--- config.mk ---
export PLATFORM = sky130hd
export DESIGN_NAME = fmu_seq_ctrl
export DESIGN_NICKNAME = d
export VERILOG_FILES = /design/src/rtl/fmu_seq_ctrl.sv
export SDC_FILE = /design/constraint.sdc
export NUM_CORES = 1
export LEC_CHECK = 0
export CAP_MARGIN = 20
export CORE_UTILIZATION = 43
export CTS_CLUSTER_DIAMETER = 50
export DETAILED_ROUTE_END_ITERATION = 16
export PLACE_DENSITY = 0.86
export SLEW_MARGIN = 10
export SYNTH_ARGS = -nofsm -noshare
export SYNTH_HDL_FRONTEND = slang
export SYNTH_SLANG_ARGS = --single-unit
--- constraint.sdc ---
create_clock -name clk -period 2.5 [get_ports clk]
set_input_delay 0.375 -clock clk [delete_from_list [all_inputs] [get_ports clk]]
set_output_delay 0.375 -clock clk [all_outputs]
set_load 0.01 [all_outputs]
--- src/rtl/fmu_seq_ctrl.sv ---
// Sequencer for the pipelined FP32 multiplier datapath: accepts one operand pair,
// steps the datapath enables through a fixed schedule and returns the gated result.
//
// state  | meaning
// S_IDLE | waiting for an operand pair; start_ready high
// S_EXP  | register1 captures exponent sum / negated bias
// S_REG2 | register2 captures eo, mo
// S_MAN  | mantissa multiply; overflow collected
// S_OUT  | output stage; overflow collected
// S_REG4 | register3 captures result and flag; overflow collected
// S_DONE | waiting for result_in, bounded by DONE_TIMEOUT cycles
// S_HOLD | result presented on res_*; waiting for res_ready
module fmu_seq_ctrl #(
   parameter logic [7:0] BIAS         = 8'd127,
   parameter int         DONE_TIMEOUT = 8,
   parameter int         CNT_W        = 16
) (
   input  logic             clk,
   input  logic             rst,
   input  logic             start_valid,
   output logic             start_ready,
   input  logic [31:0]      a_in,
   input  logic [31:0]      b_in,
   output logic [31:0]      a_op,
   output logic [31:0]      b_op,
   output logic [7:0]       bias_op,
   output logic             en_xor,
   output logic             neg1,
   output logic             reg2,
   output logic             man3,
   output logic             out4,
   output logic             reg4,
   output logic             done5,
   output logic             flag,
   input  logic             result_in,
   input  logic [31:0]      fpu_out,
   input  logic             overflow_in,
   output logic             res_valid,
   input  logic             res_ready,
   output logic [31:0]      res_data,
   output logic             res_ovf,
   output logic             res_err,
   output logic             busy,
   output logic [CNT_W-1:0] op_count
);

   localparam int TMO_W = (DONE_TIMEOUT > 1) ? $clog2(DONE_TIMEOUT) : 1;
   localparam logic [TMO_W-1:0] TMO_LAST = TMO_W'(DONE_TIMEOUT - 1);

   typedef enum logic [2:0] {
      S_IDLE,
      S_EXP,
      S_REG2,
      S_MAN,
      S_OUT,
      S_REG4,
      S_DONE,
      S_HOLD
   } state_t;

   state_t           state_q, state_d;
   logic [31:0]      a_op_q, a_op_d;
   logic [31:0]      b_op_q, b_op_d;
   logic [31:0]      res_data_q, res_data_d;
   logic             res_ovf_q, res_ovf_d;
   logic             res_err_q, res_err_d;
   logic [TMO_W-1:0] tmo_q, tmo_d;
   logic [CNT_W-1:0] op_count_q, op_count_d;

   always_ff @(posedge clk) begin
      if (rst) begin
         state_q    <= S_IDLE;
         a_op_q     <= '0;
         b_op_q     <= '0;
         res_data_q <= '0;
         res_ovf_q  <= 1'b0;
         res_err_q  <= 1'b0;
         tmo_q      <= '0;
         op_count_q <= '0;
      end else begin
         state_q    <= state_d;
         a_op_q     <= a_op_d;
         b_op_q     <= b_op_d;
         res_data_q <= res_data_d;
         res_ovf_q  <= res_ovf_d;
         res_err_q  <= res_err_d;
         tmo_q      <= tmo_d;
         op_count_q <= op_count_d;
      end
   end

   always_comb begin
      state_d     = state_q;
      a_op_d      = a_op_q;
      b_op_d      = b_op_q;
      res_data_d  = res_data_q;
      res_ovf_d   = res_ovf_q;
      res_err_d   = res_err_q;
      tmo_d       = tmo_q;
      op_count_d  = op_count_q;
      start_ready = 1'b0;
      res_valid   = 1'b0;
      en_xor      = 1'b0;
      neg1        = 1'b0;
      reg2        = 1'b0;
      man3        = 1'b0;
      out4        = 1'b0;
      reg4        = 1'b0;
      done5       = 1'b0;
      flag        = 1'b0;

      case (state_q)
         S_IDLE: begin
            start_ready = 1'b1;
            if (start_valid) begin
               a_op_d    = a_in;
               b_op_d    = b_in;
               res_ovf_d = 1'b0;
               res_err_d = 1'b0;
               state_d   = S_EXP;
            end
         end
         S_EXP: begin
            en_xor  = 1'b1;
            neg1    = 1'b1;
            state_d = S_REG2;
         end
         S_REG2: begin
            en_xor  = 1'b1;
            neg1    = 1'b1;
            reg2    = 1'b1;
            state_d = S_MAN;
         end
         S_MAN: begin
            en_xor    = 1'b1;
            man3      = 1'b1;
            res_ovf_d = res_ovf_q | overflow_in;
            state_d   = S_OUT;
         end
         S_OUT: begin
            en_xor    = 1'b1;
            man3      = 1'b1;
            out4      = 1'b1;
            res_ovf_d = res_ovf_q | overflow_in;
            state_d   = S_REG4;
         end
         S_REG4: begin
            en_xor    = 1'b1;
            man3      = 1'b1;
            out4      = 1'b1;
            reg4      = 1'b1;
            res_ovf_d = res_ovf_q | overflow_in;
            tmo_d     = '0;
            state_d   = S_DONE;
         end
         S_DONE: begin
            done5 = 1'b1;
            flag  = 1'b1;
            // result_in wins even on the last allowed cycle
            if (result_in) begin
               res_data_d = fpu_out;
               state_d    = S_HOLD;
            end else if (tmo_q == TMO_LAST) begin
               res_data_d = '0;
               res_err_d  = 1'b1;
               state_d    = S_HOLD;
            end else begin
               tmo_d = tmo_q + 1'b1;
            end
         end
         S_HOLD: begin
            res_valid = 1'b1;
            if (res_ready) begin
               op_count_d = op_count_q + 1'b1;
               state_d    = S_IDLE;
            end
         end
         default: state_d = S_IDLE;
      endcase
   end

   assign a_op     = a_op_q;
   assign b_op     = b_op_q;
   assign bias_op  = BIAS;
   assign res_data = res_data_q;
   assign res_ovf  = res_ovf_q;
   assign res_err  = res_err_q;
   assign busy     = (state_q != S_IDLE);
   assign op_count = op_count_q;

endmodule

==> metrics list, run 1 <==
- Post-synthesis share of cell area spent on xor and xnor gates: 1.94%
- RSZ-0062 raised after global routing: no
- For met3 alone, demand over resource in global routing was 8.02%.
- Yosys warnings: 0
* Average cell area after synthesis: 8.31 um^2
- Synth-to-layout area growth: 63.7%
- Count of placed standard cells in the final layout, fillers left out: 901
- Maximum level of the CTS H-tree: 4
- Fraction of the mapped netlist area in adder cells: 0.831%
- 0 antenna diodes ended up in the layout.
- On the critical path, the stage with the largest delay is an instance of sky130_fd_sc_hd__clkdlybuf4s50_1.
* Max Clock Skew: between 0.01 and 0.015 ns
* Total leakage power: around 2.7 nW
- Total clock buffers created by CTS: 17
* Top-Level Pins: approximately 240
- After Yosys synthesis, and, or, nand and nor cells account for 21.5% of the synthesized area.
- Worst-skew pair later-pin latency: 0.50 ns
- The final max-slew violation count came to 0.
- Met2 usage in global routing: about two fifths
- Cells traversed along the worst timing path: buf_4 -> and3b_1 -> clkdlybuf4s50_1
* Setup TNS: 0 ns
* Power per Cell Area: 690 nW/um^2
* DRC errors left: 0
- In the post-route analysis, the smallest setup slack over all paths is roughly 0.14 ns.
* Largest family of logic cells by synthesized area: simple AND/OR/NAND/NOR gates
- Top cells by area in the synthesized netlist: sky130_fd_sc_hd__dfxtp_1 53%, sky130_fd_sc_hd__nand2_1 12%, sky130_fd_sc_hd__a21oi_1 8.5%
* Fraction of synthesized cell area taken by the top area cell type: a little over half
- The number of antenna violations at the first check in global routing was 0.
- Chip width: ~100 um
- Least-Margin Pin Slew: 0.635 ns
- EDFF count, synth: 0
- After synthesis the netlist holds a flip-flop and latch count of 120.
* Clock Sinks: 120
* Post-CTS setup buffer count: 0
- Synthesis produced 544 cells.
- After detailed placement, the design holds a cell count of 872.
* Net total in the final layout: 860
- Global routing finished with a remaining overflow of 0.
- Cell chosen for the clock root: sky130_fd_sc_hd__clkbuf_8
- Detailed-route wire length: 13,000 um
- Crit-path max cell delay: 0.60 ns
* Number of endpoints failing setup at the final stage: 0
- The first global-routing pass estimated 20,500 um of wire.
- Initial DRC count: 279
* Chip Height: 105 um
* Outcome: complete, no violations
- The die covers about 11,000 um^2.
- Final Hold Vio Count: 0
- Highest attainable clock frequency: approximately 420 MHz
* Mapped Area: roughly 4500 um^2
* Clock-pin slew reported for the worst setup and hold paths after clock tree synthesis: about 0.050 ns
- Global Route met1 Usage: between 20% and 30%
- Startpoint class of the critical path: flop
* Critical setup path kind: flop to output pin
- Routability-driven placement finished with a final weighted congestion of 0.849.
- # port buffers: 226
* Library cell occupying the most area in the post-synthesis netlist: sky130_fd_sc_hd__dfxtp_1
- The synthesized netlist devotes 15.9% of its cell area to compound gates.
- Period utilization: 94.5%
- For this run, asynchronously set or reset flops after synthesis account for 0%.
- The share of the Yosys chip area taken by registers is 53.2%.
* Register-to-Register Setup Slack: 0.66 ns
- Max-capacitance violation count: 0
- Multiplexer fraction of the synthesized cell area: 0.249%
- Once detail routing completed, the nets flagged for antenna violations numbered 0.
- Worst setup EP type: output pin
- Hold path startpoint: rst
- The global routing stage identified its most utilized layer as met2.
- Worst r2r path cells: 5
- For hold timing, the worst endpoint is op_count[9].
* Share of the core filled with cells in the final layout: between 70% and 80%
- Fill cells in the final layout number 767.
- The via count of the first global-routing pass was 4,375.
- Once detailed placement completed, the half-perimeter wirelength came to between 9000 and 10,000 um.
- Number of iterations in the first detailed-routing pass: 5
- Timing analysis after detailed placement gives a worst setup slack of 0.282 ns.
* CP Data Arrival Time: approximately 2.0 ns
- End of the worst register-to-register path: op_count[11]
* Largest vdd supply drop: 0.381 mV
* Combined global-route utilization of all metal layers: 23.4%
* Highest fanout seen on the critical path: 16
- Mean number of vias per cell: 5.00
- PnR Total Power: 5.10 mW
- Counting distinct cell types in the post-synthesis netlist gives 35.
- Once the floorplan was initialized, standard cells occupied 44.0% of the core.
- The tightest min-delay check is of the input port to flop type.
- Clock buffer depth: 2
- Fraction of final layout cells sized beyond drive strength 1: roughly 6.3%
- Clock tree from TritonCTS: done
- Among all flip-flop cells after synthesis, the most frequent one is sky130_fd_sc_hd__dfxtp_1.
- The routed layout has 4,506 vias.
* Min Clock Period, post-route: ~2.4 ns
- The worst hold path passes through 2 cells.
* Largest net degree at the start of global routing: 63
- CORE AREA: 10,300 um^2
- Dividing the detail-routed wire length by the instance count gives ~14 um.
- After floorplanning, the core was divided into 37 placement rows.
- Required time worst endpoint: 2.12 ns
- In this run the critical register-to-register path is launched from state_q[2].
- Headroom to the max-slew limit: between 50% and 60%
- # hold bufs at CTS: 0
## per-layer routing
metal,part of all wire (%),wire (um),up-vias
met5,0,0,-
met4,1.5,192,0
met3,8.5,1110,16
met2,50,6530,205
met1,40,5200,2062
li1,-,-,2223
## worst max-delay path: cells and delay by family, from the launching register on
family | cells | cell delay [ns]
buffers and inverters | 2 | 0.81
and+or+nand+nor | 1 | 0.35
DFF | 1 | 0.34
## power breakdown
part / switching, mW / total [mW] / internal [mW] / leakage (nW)
logic: 0.319 / 0.696 / 0.377 / 1.47
registers: 0.0421 / 2.04 / 2.00 / 0.976
clock network: 0.792 / 2.36 / 1.57 / 0.284
## placed cells by master (no fill, tap or decap), types with 3 or more instances in the layout
cell                              instances
sky130_fd_sc_hd__a21oi_1                 77
sky130_fd_sc_hd__clkbuf_8                 4
sky130_fd_sc_hd__nor4_1                   3
sky130_fd_sc_hd__dfxtp_1                120
sky130_fd_sc_hd__inv_1                    6
sky130_fd_sc_hd__ha_1                     3
sky130_fd_sc_hd__bufinv_16                3
sky130_fd_sc_hd__xnor2_1                  8
sky130_fd_sc_hd__clkdlybuf4s50_1        224
sky130_fd_sc_hd__nand2_1                138
sky130_fd_sc_hd__o21ai_0                  7
sky130_fd_sc_hd__buf_4                   10
sky130_fd_sc_hd__clkbuf_16               16
sky130_fd_sc_hd__nand4_1                  5
sky130_fd_sc_hd__nor2_1                  50
sky130_fd_sc_hd__conb_1                   8
sky130_fd_sc_hd__clkinv_2                 4
sky130_fd_sc_hd__a22oi_1                 33
sky130_fd_sc_hd__or3_1                    5
sky130_fd_sc_hd__nor3_1                   5
sky130_fd_sc_hd__nand3_1                  4
sky130_fd_sc_hd__and4_1                   3
## repair_timing
action / CTS / global route
gates resized for setup: 0 / 2
setup endpoints to repair: 0 / 2
hold endpoints to repair: 0 / 0
## kinds of logic after synthesis
group | after synthesis
other cells | 2
simple gates | 228
compound gates | 124
flops | 120
fa+ha+maj | 3
xor+xnor | 10
buf+inv | 56
mux | 1
## how the worst max path moves through the flow
stage                    start           end
CTS                 state_q[2]   start_ready
finish              state_q[1]          flag
floorplan           state_q[1]       a_op[0]
global route        state_q[1]          flag
detailed placement   res_ready  op_count[11]
global placement     res_ready  op_count[11]
## state kept, by name, indices dropped and copies added, names as in the netlist
register / cells
b_op: 32
a_op: 32
res_ovf: 1
res_err: 1
res_data: 32
state_q: 3
op_count: 16
tmo_q: 3
## final cells by class
cell class	count	area, um^2	area share (%)
inverter	6	22.5	0.304
timing repair buffer	236	2350	31.8
tap	136	170	2.30
clock buffer	20	455	6.16
sequential	120	2400	32.5
clock inverter	9	125	1.69
multi-input combinational	374	1870	25.3
## cells in the mapped netlist, drive strengths merged (2+ instances only)
cell type and instances:
nand2 139, dfxtp 120, a21oi 77, nor2 50
a22oi 33, buf 25, clkbuf 25, o21ai 8
xnor2 8, or3 7, inv 6, nand4 6
nor3 6, nand3 4, and2 3, and4 3
ha 3, nor4 3, a22o 2, conb 2
nor2b 2, o21bai 2, xor2 2
## through the flow
stage               hold WS (ns)  area, um^2
finish                     0.374        7400
global route               0.394        7400
CTS                        0.361        7390
detailed placement         0.446        6810
global placement           0.441        6810
floorplan                  0.446        4540
(Power assumes the default switching activity.)
==> run 2, diff against run 1 <==
--- a/config.mk
+++ b/config.mk
@@ -8,6 +8,7 @@
 export CAP_MARGIN = 20
 export CORE_UTILIZATION = 43
 export CTS_CLUSTER_DIAMETER = 50
+export CTS_CLUSTER_SIZE = 40
 export DETAILED_ROUTE_END_ITERATION = 16
 export PLACE_DENSITY = 0.86
 export SLEW_MARGIN = 10
==> results of run 2 <==
Same layout as run 1: the final DEF is identical, and so are final timing and power.
==> run 3, diff against run 2 <==
--- a/config.mk
+++ b/config.mk
@@ -6,11 +6,10 @@
 export NUM_CORES = 1
 export LEC_CHECK = 0
 export CAP_MARGIN = 20
-export CORE_UTILIZATION = 43
+export CORE_UTILIZATION = 25
 export CTS_CLUSTER_DIAMETER = 50
 export CTS_CLUSTER_SIZE = 40
 export DETAILED_ROUTE_END_ITERATION = 16
-export PLACE_DENSITY = 0.86
 export SLEW_MARGIN = 10
 export SYNTH_ARGS = -nofsm -noshare
 export SYNTH_HDL_FRONTEND = slang
==> run 3 against run 2 <==
  * Die area grew 70%
  * Non-clock buffer count grew 1
  * Highest routed layer unchanged
  * Routed wire length up 4.5%
  * First-iteration DRC count shrank 38%
  * Largest power group unchanged
==> metrics list, run 3 (synthesis results as in run 1) <==
- Max-capacitance violation count: 0 (unchanged)
* Antenna violations before repair: 0 (unchanged)
* Clock buffer depth: 2 (unchanged)
- Routability congestion estimate: 0.764 (-10%)
* Clock-pin slew reported for the worst setup and hold paths after clock tree synthesis: 0.06 ns (about the same)
* Setup TNS: 0 ns (unchanged)
- The power density normalized to cell area came to 711 nW/um^2 (+3.2%).
- Wire length of the first global-routing pass: 20,600 um (+0.27%)
- The signal on the critical path passes through and3b_1 -> clkdlybuf4s50_1.
- The routed wirelength normalized by instance count is 13.7 um (-5.3%).
- Number of global-route vias before repair: 3,995 (-8.7%)
* Net total in the final layout: 861 (+0.12%)
- # hold bufs at CTS: 0 (unchanged)
- The worst path arrival time was 1.87 ns (-0.12 ns).
- Number of gates given a new drive strength after cts: 0 (unchanged)
- The number of design-rule violations left by the first detailed-router iteration came to 172 (-38%).
- The min-delay analysis places its worst path in the category input port to flop.
- PnR Total Power: 5.38 mW (+5.6%)
- Final slew viol count: 0 (unchanged)
- Residual antenna-violating net count after detailed routing: 0 (unchanged)
* Min Clock Period, post-route: 2.25 ns (-0.113 ns)
- In this run the most critical hold path is launched from rst.
* Max Clock Skew: 0.00675 ns (-0.00334 ns)
- Clock tree from TritonCTS: done
- Number of endpoints failing setup at the final stage: 0 (unchanged)
- Total clock buffers created by CTS: 17 (unchanged)
- The detailed placer's ending HPWL is 9310 um (+0.25%).
* Crit-path max cell delay: 0.61 ns (about the same)
- Number of iterations in the first detailed-routing pass: 4 (-1)
- Setup repair after global routing left no endpoint under its margin.
- The flow ran to the end, and the final reports show no timing, DRC or antenna violations.
* Mean number of vias per cell: 4.41 (-12%)
* End of the worst register-to-register path: op_count[11]
- The full die area was 18,600 um^2 (+70%).
- The floorplan core area was 17,500 um^2 (+70%).
* Total leakage power: 2.74 nW (+0.48%)
- Most frequent cells in the layout: 225 x sky130_fd_sc_hd__clkdlybuf4s50_1, 138 x sky130_fd_sc_hd__nand2_1, 119 x sky130_fd_sc_hd__dfxtp_1
- Maximum level of the CTS H-tree: 4 (unchanged)
* Antenna cell count: 0 (unchanged)
- Compared with the post-synthesis result, the final layout area differs by 67.5%.
- The die boundary height is 136 um (+31%).
* Worst-skew pair later-pin latency: 0.41 ns (-0.09 ns)
* Starting Density: 25.9% (-18 points)
- The total detailed-routing wirelength came to 13,600 um (+4.5%).
* Chip width: 136 um (+31%)
- Critical setup path kind: flop to output pin
- The instance area at placement was 6930 um^2 (+1.7%).
* Worst Hold Depth: 2 (unchanged)
* Top-Level Pins: 235 (unchanged)
- Summed area of non-filler cells in the final layout: 7570 um^2 (+2.3%)
- The ratio of cells with drive above 1 in the final layout came to 6.76% (+0.49 points).
- The number of cells in the finished layout apart from fillers was 994 (+10%).
- Master of the slowest instance on the critical path: sky130_fd_sc_hd__clkdlybuf4s50_1
* Clock Sinks: 120 (unchanged)
* Most frequent standard cell in the layout excluding fill and tap cells: sky130_fd_sc_hd__clkdlybuf4s50_1
- The highest fanout seen on the critical path was 8 (-8).
* Number of placed instances, taps included: 962 (+10%)
- The final routed DRC violation total is 0 (unchanged).
- STA classifies the critical path endpoint as an output pin.
- The internal reg-to-reg setup slack came to 0.59 ns (-0.07 ns).
* Startpoint class of the critical path: flop
- Cell chosen for the clock root: sky130_fd_sc_hd__clkbuf_16
* Combined global-route utilization of all metal layers: 14.5% (-9.0 points)
* Post-CTS setup buffer count: 0 (unchanged)
- Reg2Reg Launch Point: state_q[2]
* Final Hold Vio Count: 0 (unchanged)
* Largest net degree at the start of global routing: 63 (unchanged)
* Required time worst endpoint: 2.12 ns (about the same)
- The share of the clock period used by the worst path is 89.9% (-4.5 points).
- The total congestion overflow after global routing was 0 (unchanged).
- The number of input and output port buffers inserted came to 226 (unchanged).
- Largest vdd supply drop: 0.429 mV (+12%)
* Via count of the routed design: 4,385 (-2.7%)
* Capture endpoint of the worst hold path: res_data[13]
- The logic depth of the worst register-to-register path is 5 (unchanged).
- The most critical setup path has its startpoint at state_q[2].
* Floorplan row count: 48 (+30%)
- The maximum achievable frequency is 445 MHz (+5.0%).
- Share of the core filled with cells in the final layout: 43.3% (-29 points)
==> run 3: report_power, final <==
| group | switching [mW] | leakage (nW) | internal (mW) |
|---|---|---|---|
| Sequential | 0.0492 | 0.976 | 2.00 |
| Clock | 0.900 | 0.312 | 1.74 |
| Combinational | 0.313 | 1.45 | 0.379 |
==> run 3: metrics by stage <==
stage	worst slack, ns	hold slack, ns
finish	0.251	0.277
global route	0.128	0.275
CTS	0.0838	0.259
detailed placement	0.336	0.446
global placement	0.344	0.441
floorplan	0.849	0.446
==> run 3: critical path, delay by kind of cell (launching register included) <==
kind                   cells  cell delay, ns
buffers and inverters      1            0.61
DFF                        1            0.46
and+or+nand+nor            1            0.41
==> run 3: how the worst max path moves through the flow <==
stage / slack (ns) / cells past startpoint / to
final: 0.25 / 2 / done5
after global routing: 0.13 / 3 / man3
after global placement: 0.34 / 5 / op_count[15]
after detailed placement: 0.34 / 5 / op_count[11]
after floorplan: 0.85 / 7 / a_op[0]
after CTS: 0.08 / 4 / en_xor
==> run 3: per-layer routing <==
metal / vias to the layer above / track usage [%] / part of all wire (%) / routed length [um]
met5: - / 0 / 0 / 0
met4: 0 / 5.74 / 1.4 / 184
met3: 10 / 7.08 / 11 / 1530
met2: 187 / 21.5 / 43 / 5840
met1: 1960 / 17.7 / 45 / 6060
li1: 2228 / - / - / -
==> run 3: area by class of cell <==
type                       count  area [um^2]
inverter                       6         22.5
sequential                   120         2400
timing repair buffer         237         2350
clock buffer                  20          467
fill                        1784         9910
multi-input combinational    374         1870
tap                          225          282
clock inverter                12          173
